`src/rtl/ram_stream_fifo.sv`:
```
// ram_stream_fifo: stream FIFO built on an external two-port RAM with a 4-entry output buffer.
// Ports:
//   clock, reset (async, active-high), clear (sync flush)
//   s_valid/s_ready/s_data   upstream write stream
//   m_valid/m_ready/m_data   downstream read stream
//   count                    words held: RAM + read in flight + output buffer
//   ram_cen/ram_wen/ram_ren/ram_bwen/ram_waddr/ram_raddr/ram_wdata/ram_rdata  RAM port
module ram_stream_fifo #(
  parameter int DATA_WIDTH = 32,
  parameter int DEPTH = 16
) (
  input  logic                          clock,
  input  logic                          reset,
  input  logic                          clear,
  input  logic                          s_valid,
  output logic                          s_ready,
  input  logic [DATA_WIDTH-1:0]         s_data,
  output logic                          m_valid,
  input  logic                          m_ready,
  output logic [DATA_WIDTH-1:0]         m_data,
  output logic [$clog2(DEPTH+4):0]      count,
  output logic                          ram_cen,
  output logic                          ram_wen,
  output logic                          ram_ren,
  output logic [DATA_WIDTH-1:0]         ram_bwen,
  output logic [$clog2(DEPTH)-1:0]      ram_waddr,
  output logic [$clog2(DEPTH)-1:0]      ram_raddr,
  output logic [DATA_WIDTH-1:0]         ram_wdata,
  input  logic [DATA_WIDTH-1:0]         ram_rdata
);
  localparam int ADDR_WIDTH = $clog2(DEPTH);
  localparam int CNT_WIDTH = $clog2(DEPTH+4)+1;
  logic [ADDR_WIDTH-1:0] wptr, rptr;
  logic [CNT_WIDTH-1:0]  ram_cnt;
  logic                  issued_q, land_q;
  logic [2:0]            out_cnt;
  logic [1:0]            land_idx;
  logic [DATA_WIDTH-1:0] obuf [4];
  logic [DATA_WIDTH-1:0] obuf_d [4];
  logic                  write, issue, pop;
  // RAM data is valid the cycle after the read, so the landing cycle is the issued_q cycle
  assign land_q = issued_q;
  assign s_ready = !reset && !clear && ram_cnt != CNT_WIDTH'(DEPTH);
  assign write = s_valid && s_ready;
  // Credit counts words in the buffer plus the one in flight; the current pop earns no credit
  assign issue = !reset && !clear && ram_cnt != '0 && (out_cnt + 3'(issued_q)) < 3'd4;
  assign m_valid = out_cnt != 3'd0;
  assign pop = m_valid && m_ready && !clear;
  assign m_data = obuf[0];
  assign count = ram_cnt + CNT_WIDTH'(issued_q) + CNT_WIDTH'(out_cnt);
  assign ram_wen = write;
  assign ram_ren = issue;
  assign ram_cen = write || issue;
  assign ram_bwen = '1;
  assign ram_waddr = wptr;
  assign ram_raddr = rptr;
  assign ram_wdata = s_data;
  // A landing word goes behind the last valid entry after this cycle's shift
  assign land_idx = 2'(out_cnt - 3'(pop));
  always_comb begin
    obuf_d = obuf;
    if (pop)
      for (int i = 0; i < 3; i++) obuf_d[i] = obuf[i+1];
    if (land_q) obuf_d[land_idx] = ram_rdata;
  end
  always_ff @(posedge clock or posedge reset) begin
    if (reset) begin
      wptr <= '0;
      rptr <= '0;
      ram_cnt <= '0;
      issued_q <= 1'b0;
      out_cnt <= '0;
      obuf <= '{default: '0};
    end else if (clear) begin
      wptr <= '0;
      rptr <= '0;
      ram_cnt <= '0;
      issued_q <= 1'b0;
      out_cnt <= '0;
    end else begin
      wptr <= wptr + ADDR_WIDTH'(write);
      rptr <= rptr + ADDR_WIDTH'(issue);
      ram_cnt <= ram_cnt + CNT_WIDTH'(write) - CNT_WIDTH'(issue);
      issued_q <= issue;
      out_cnt <= out_cnt + 3'(land_q) - 3'(pop);
      obuf <= obuf_d;
    end
  end
endmodule
```
`config.mk`:
```
export PLATFORM = sky130hd
export DESIGN_NAME = ram_stream_fifo
export DESIGN_NICKNAME = d
export VERILOG_FILES = /design/src/rtl/ram_stream_fifo.sv
export SDC_FILE = /design/constraint.sdc
export NUM_CORES = 1
export LEC_CHECK = 0
export BUFFER_PORTS_ARGS = -buffer_cell sky130_fd_sc_hd__buf_2
export CAP_MARGIN = 5
export CORE_MARGIN = 5
export CORE_UTILIZATION = 55
export CTS_CLUSTER_DIAMETER = 40
export CTS_CLUSTER_SIZE = 12
export DETAILED_ROUTE_END_ITERATION = 8
export HOLD_SLACK_MARGIN = 0.02
export PLACE_DENSITY = 0.93
export SKIP_LAST_GASP = 1
export SYNTH_ARGS = -nofsm -noshare
export SYNTH_HDL_FRONTEND = slang
export SYNTH_SLANG_ARGS = --single-unit
```
`constraint.sdc`:
```
create_clock -name clock -period 7.87 [get_ports clock]
set_input_delay 1.1805 -clock clock [delete_from_list [all_inputs] [get_ports clock]]
set_output_delay 1.1805 -clock clock [all_outputs]
set_load 0.01 [all_outputs]
```
==> results of run 1 <==
-- cells in the final DEF (no fill, tap or decap), types with 3 or more instances in the layout --
master / synthesis / routed
a21oi_1: 103 / 103
bufinv_16: 0 / 3
inv_1: 14 / 13
buf_4: 96 / 13
clkbuf_16: 0 / 17
xnor2_1: 10 / 10
o22ai_1: 96 / 96
inv_6: 0 / 3
fa_1: 3 / 3
nor2_2: 0 / 3
conb_1: 1 / 32
mux2_2: 31 / 31
dfrtp_1: 146 / 146
ha_1: 20 / 20
o32ai_4: 0 / 3
nand2_1: 3 / 3
xor2_1: 5 / 5
nor2_1: 47 / 44
buf_2: 15 / 87
nor2b_1: 8 / 8
o211ai_1: 3 / 3
clkinvlp_4: 0 / 4
clkinv_4: 0 / 3
-- metal layers --
| layer | share of wire [%] | global-route usage (%) | vias to the layer above |
|---|---|---|---|
| met5 | 0 | 0 | - |
| met4 | 3.8 | 13.5 | 0 |
| met3 | 7.5 | 6.04 | 61 |
| met2 | 49 | 35.5 | 262 |
| met1 | 39 | 27.4 | 2514 |
| li1 | - | - | 2256 |
-- synthesized netlist by cell type (2+ instances only) --
cell type / instances / area share [%]
ha_1: 20 / 3.6
o22ai_1: 96 / 8.6
inv_1: 14 / 0.76
nor4_1: 2 / 0.18
and2_1: 2 / 0.18
nand3_1: 2 / 0.14
fa_1: 3 / 0.86
clkbuf_1: 20 / 1.1
buf_1: 2 / 0.11
o32ai_1: 2 / 0.25
a31oi_1: 2 / 0.18
nand2_1: 3 / 0.16
nand2b_1: 2 / 0.18
buf_4: 96 / 10
nor2b_1: 8 / 0.72
mux2_1: 2 / 0.32
xnor2_1: 10 / 1.3
buf_2: 15 / 1.1
o211ai_1: 3 / 0.32
nor2_1: 47 / 2.5
mux2_2: 31 / 5.0
a21oi_1: 103 / 7.4
a21o_1: 2 / 0.22
dfrtp_1: 146 / 52
or3_1: 2 / 0.18
xor2_1: 5 / 0.63
-- cells by family after synthesis --
kind of cell	share of synthesized area, %
compound gates	17.8
xor+xnor	1.89
fa+ha+maj	4.46
buf+inv	13.4
flops	52.5
mux	5.34
other cells	0.0539
simple gates	4.62
-- power groups by stage --
stage                     sequential (mW)  clock [mW]  combinational [mW]
after floorplan                      1.24           0               0.936
after global placement               1.29           0                1.05
after detailed placement             1.31           0                1.12
after CTS                            1.30       0.845                1.13
after global routing                 1.34       0.880                1.24
final                                1.30       0.838                1.13
-- how the worst max path moves through the flow --
| stage | slack (ns) | endpoint |
|---|---|---|
| floorplan | 2.77 | async pin |
| global placement | 3.30 | m_data[22] |
| detailed placement | 3.10 | m_data[30] |
| CTS | 3.57 | m_data[30] |
| global route | 3.38 | obuf[35] |
| finish | 3.62 | obuf[38] |
-- critical path, delay by kind of cell --
kind                     cells  cell delay [ns]
AND/OR/NAND/NOR              3             0.71
buffers and inverters        3             1.06
AO/OA/AOI/OAI                3             1.28
adder cells (fa/ha/maj)      1             0.33
-- metrics by stage --
stage / util, % / instances / cell area [µm²]
finish: 60.9 / 853 / 7630
global route: 60.9 / 852 / 7630
CTS: 60.9 / 851 / 7620
detailed placement: 55.9 / 819 / 7000
global placement: 55.9 / 819 / 7000
floorplan: - / 681 / 7080
-- layout make-up --
type	count	area, µm²
Inverter	14	57.6
Fill cell	1022	4890
Multi-Input combinational cell	388	2550
Antenna cell	1	2.50
Sequential cell	146	3650
Tap cell	172	215
Timing Repair Buffer	100	533
Clock inverter	14	180
Clock buffer	18	439
==> impl_metrics.py, run 1 <==
metrics = {
    "clock_network": {
        "root_buffer": "clkbuf_16",
        "clk_path_buf_depth": 2,
        "numCtsBuffers": 17,
        "post_cts_resize_count": 0,
        "cts-htree-levels": 4,
        "cts_tree": "built",
        "clock_latency_ns": 0.43,
        "cts_setup_buffers": 0,
        "clkSlewWorstSetupHoldPaths_ns": 0.06,
        "ctsHoldBuffers": 0,
        "cts.sinks": 146,
    },
    "floorplanning": {
        "boundaryPins": 184,
        "core_area_um2": 12500,
        "start_util_pct": 55.6,
        "rows": 41,
        "die_h_um": 122,
        "die-area_um2": 15000,
        "die-width_um": 122,
    },
    "hold_path": {
        "holdCritPathClass": "flip-flop to flip-flop",
        "hold_depth": 1,
    },
    "timing": {
        "finalSetupTns_ns": 0,
        "min_period_over_period_pct": 54.0,
        "rsz0062_at_grt": "no",
        "tightest_slew_ns": 1.16,
        "max_freq_ghz": 0.235,
        "finalCriticalPeriod_ns": 4.25,
        "slew_headroom_pct": 22.2,
        "hold_slack_ns": 0.507,
        "setup_viol": 0,
        "maxSlewViolCount": 0,
        "skew_ns": 0.00590,
        "hold_violations": 0,
        "worst_slack_ns": 3.62,
    },
    "routing": {
        "first_pass_iters": 5,
        "drtIter0Drc": 379,
        "ant_nets": 0,
        "drc_errors": 0,
        "wl_per_cell_um": 19.0,
        "avgViaCountPerCell": 5.97,
        "wirelength_mm": 16.2,
        "vias": 5093,
    },
    "placement": {
        "dp_slack_ns": 3.10,
        "port_buffers": 87,
        "routabilityCongestion": 0.802,
        "dp_hpwl_mm": 10.5,
    },
    "logic_synthesis": {
        "syn-cell-area_um2": 6960,
        "synthDistinctLibCells": 36,
        "synthArstFlopShare_pct": 100,
        "synth_seq_cells": 146,
        "yosysWarningCount": 0,
        "ys_seq_area_share_pct": 52.5,
        "ys.flop_type": "dfrtp_1",
        "synth_area_per_cell_um2": 10.7,
        "syn_inst": 650,
        "synth_edf_count": 0,
    },
    "run_status": {
        "status": "completed",
    },
    "worst_setup_path": {
        "crit-reg2reg-launch": "out_cnt[1]",
        "cp.arrival_ns": 4.60,
        "crit_path_max_fanout": 59,
        "worstPathRequired_ns": 8.21,
        "crit_path_start": "clear",
        "regToRegSetupSlack_ns": 4.42,
        "critPathCaptureType": "flip-flop",
        "critPathKind": "input port to flip-flop",
        "worstRegToRegCells": 8,
        "path_common_cell": "buf_4",
        "reg2reg_to": "obuf[38]",
        "slowest_stage": "o211ai_1",
        "setup.worst_path.start_class": "input port",
        "cp_cell_sequence": "buf_2, buf_4, nand2b_1, nor2_1, ha_1, nand2_1, o211ai_1, buf_4, o22ai_1, a21oi_1",
        "max_stage_delay_ns": 0.99,
    },
    "pwr": {
        "peakVddDrop_v": 0.000150,
        "p_leak_nw": 3.54,
        "p_clk_share_pct": 25.6,
        "p_per_area_nw_per_um2": 429,
        "p_int_mw": 2.11,
        "power.switching_mw": 1.16,
        "switching_share_pct": 35.5,
        "seq_power_share_pct": 39.9,
        "power_frac_comb_pct": 34.5,
        "total_power_mw": 3.27,
    },
    "flow_run": {
        "cap_viol_max_count": 0,
    },
    "layout": {
        "nNetsFinal": 759,
        "area_growth_pct": 9.62,
        "drive_gt1_share_pct": 25.3,
    },
    "grt": {
        "grt_max_degree": 82,
        "grt_use_total_pct": 22.4,
        "overflow": 0,
        "grt_pass1_wl_mm": 26.1,
        "grt_pass1_vias": 5265,
        "antenna_found_initial": 0,
    },
}
Note: power is estimated with default switching activity, not from simulation.
==> run 2: changes to the inputs <==
--- a/config.mk
+++ b/config.mk
@@ -5,6 +5,7 @@
 export SDC_FILE = /design/constraint.sdc
 export NUM_CORES = 1
 export LEC_CHECK = 0
+export ABC_AREA = 1
 export BUFFER_PORTS_ARGS = -buffer_cell sky130_fd_sc_hd__buf_2
 export CAP_MARGIN = 5
 export CORE_MARGIN = 5
@@ -13,7 +14,7 @@
 export CTS_CLUSTER_SIZE = 12
 export DETAILED_ROUTE_END_ITERATION = 8
 export HOLD_SLACK_MARGIN = 0.02
-export PLACE_DENSITY = 0.93
+export PLACE_DENSITY = 0.89
 export SKIP_LAST_GASP = 1
 export SYNTH_ARGS = -nofsm -noshare
 export SYNTH_HDL_FRONTEND = slang
==> constraint.sdc (replaced) <==
create_clock -name clock -period 4.35 [get_ports clock]
set_input_delay 0.6525 -clock clock [delete_from_list [all_inputs] [get_ports clock]]
set_output_delay 0.6525 -clock clock [all_outputs]
set_load 0.01 [all_outputs]
==> run 2 against run 1 <==
Compared with the run above: total power increased by 110%; synthesized area is 39% higher; routed wire length up 48%; sequential share of layout area shrank 12 points; global-route usage rose by 1.9 points; clock skew up 0.0035 ns.
==> impl_metrics.py, run 2 <==
metrics = {
    "run_status": {
        "status": "completed",
    },
    "grt": {
        "grt_pass1_wl_mm": 40.9,
        "grt_pass1_vias": 8446,
        "overflow": 0,
        "grt_use_total_pct": 24.3,
        "antenna_found_initial": 0,
        "grt_max_degree": 147,
    },
    "pwr": {
        "p_per_area_nw_per_um2": 671,
        "total_power_mw": 6.84,
        "p_leak_nw": 6.07,
        "peakVddDrop_v": 0.000490,
    },
    "worst_setup_path": {
        "crit_path_max_fanout": 28,
        "crit-reg2reg-launch": "out_cnt[2]",
        "cp_cell_sequence": "nor2_1, nand2_4, nand2_4, inv_1, ha_1, nand2_1, inv_2, nand2_1, buf_4, nand3_1, nand2_1, nand2_1",
        "worstPathRequired_ns": 4.71,
        "slowest_stage": "nand2_1",
        "setup.worst_path.start_class": "flip-flop",
        "crit_path_start": "out_cnt[2]",
        "crit_family": "simple AND/OR/NAND/NOR gates",
        "path_common_cell": "nand2_1",
        "cp.arrival_ns": 3.26,
        "max_stage_delay_ns": 0.56,
        "critPathBufInv": 3,
        "critPathKind": "flip-flop to flip-flop",
        "critPathCaptureType": "flip-flop",
    },
    "logic_synthesis": {
        "synth_top_area_share_pct": 37.8,
        "ys.flop_type": "dfrtp_1",
        "syn-cell-area_um2": 9670,
        "syn_inst": 1436,
        "synth_most_common_cell": "nand2_1",
        "synth_top_cells_by_count": "nand2_1, nand3_1, inv_1",
        "synthArstFlopShare_pct": 100,
        "synth_area_per_cell_um2": 6.73,
        "ys_seq_area_share_pct": 37.8,
        "synthTopCellsByArea": "dfrtp_1, nand2_1, nand3_1, buf_4, inv_1",
        "yosysWarningCount": 0,
        "synth_seq_cells": 146,
        "synth_edf_count": 0,
        "synthDistinctLibCells": 25,
        "synth_area_leader_cell": "dfrtp_1",
    },
    "layout": {
        "nNetsFinal": 1495,
        "layout_common_cells": "nand2_1, nand3_1, inv_1, dfrtp_1, buf_2",
        "diodes": 0,
        "fin_cells": 1641,
        "drive_gt1_share_pct": 9.96,
        "final_common_cell": "nand2_1",
        "area_growth_pct": 5.36,
    },
    "timing": {
        "max_freq_ghz": 0.345,
        "finalCriticalPeriod_ns": 2.90,
        "setup_viol": 0,
        "maxSlewViolCount": 0,
        "finalSetupTns_ns": 0,
        "hold_violations": 0,
        "min_period_over_period_pct": 66.6,
        "slew_headroom_pct": 27.2,
        "skew_ns": 0.00941,
        "rsz0062_at_grt": "no",
        "hold_slack_ns": 0.458,
        "tightest_slew_ns": 1.09,
    },
    "floorplanning": {
        "core_area_um2": 17300,
        "die_h_um": 143,
        "die-width_um": 143,
        "start_util_pct": 55.9,
        "die-area_um2": 20300,
        "rows": 48,
        "boundaryPins": 184,
    },
    "clock_network": {
        "cts.sinks": 146,
        "clk_path_buf_depth": 2,
        "cts_setup_buffers": 0,
        "clkSlewWorstSetupHoldPaths_ns": 0.06,
        "root_buffer": "clkbuf_16",
        "cts-htree-levels": 4,
        "ctsHoldBuffers": 0,
        "post_cts_resize_count": 0,
        "clock_latency_ns": 0.43,
        "cts_tree": "built",
        "numCtsBuffers": 17,
    },
    "routing": {
        "avgViaCountPerCell": 5.38,
        "vias": 8821,
        "ant_nets": 0,
        "drtIter0Drc": 1324,
        "wl_per_cell_um": 14.7,
        "wirelength_mm": 24.1,
        "first_pass_iters": 6,
        "drc_errors": 0,
    },
    "placement": {
        "dp_hpwl_mm": 13.6,
        "routabilityCongestion": 0.804,
        "dp.cells": 1609,
        "port_buffers": 87,
    },
    "flow_run": {
        "cap_viol_max_count": 0,
    },
    "hold_path": {
        "holdCritPathClass": "input port to async pin",
    },
}
==> run 2: kinds of logic (layout without fill, tap and decap cells) <==
kind of cell	after synthesis	count (layout)	share of synthesized area (%)
and+or+nand+nor	866	866	37.9
buffers and inverters	348	297	18.0
DFF	146	146	37.8
AOI/OAI and AO/OA	42	42	2.19
adders and majority gates	23	23	3.21
xor gates and xnor gates	10	10	0.906
other	1	32	0.0388
==> run 2: layer usage <==
metal  part of all wire (%)  track usage, %  vias up  wire (µm)
li1                       -               -     4258          -
met1                     40            32.5     4062       9550
met2                     49            38.1      448      11800
met3                    8.8            5.04       53       2120
met4                    2.7            10.9        0        640
met5                      0               0        -          0
==> run 2: area by class of cell <==
cell class	count	area (µm²)
clock buffer	23	478
clock inverter	9	200
fill	1506	7110
inverter	164	619
multi-input combinational	973	4400
sequential	146	3650
tap	225	282
timing repair buffer	101	556
==> run 2: worst min-delay path, delay by kind of cell <==
| kind | cells | cell delay, ns |
|---|---|---|
| buf+inv | 3 | 0.74 |
==> run 2: through the flow <==
| step | utilization (%) | setup WS [ns] | instance area, µm² |
|---|---|---|---|
| floorplan | - | 1.86 | 9790 |
| global placement | 55.0 | 1.26 | 9510 |
| CTS | 58.9 | 1.48 | 10200 |
| finish | 58.9 | 1.45 | 10200 |
| global route | 58.9 | 1.18 | 10200 |
| detailed placement | 55.0 | 1.20 | 9510 |
==> run 2: worst paths after layout <==
check,to,slack [ns],cells after the start
max,m_data[18],1.45,12
max in group asynchronous,obuf[35],3.31,3
min,ram_raddr[3],0.46,3
min reg2reg,flip-flop,0.48,2
min in group clock,flip-flop,0.48,2
max reg2reg,m_data[18],1.45,12
==> run 2: report_power, final <==
group | internal (mW) | leakage, nW | total (mW) | switching [mW]
registers | 1.93 | 1.94 | 2.37 | 0.442
clock network | 1.12 | 0.324 | 1.69 | 0.568
logic | 0.923 | 3.80 | 2.77 | 1.85
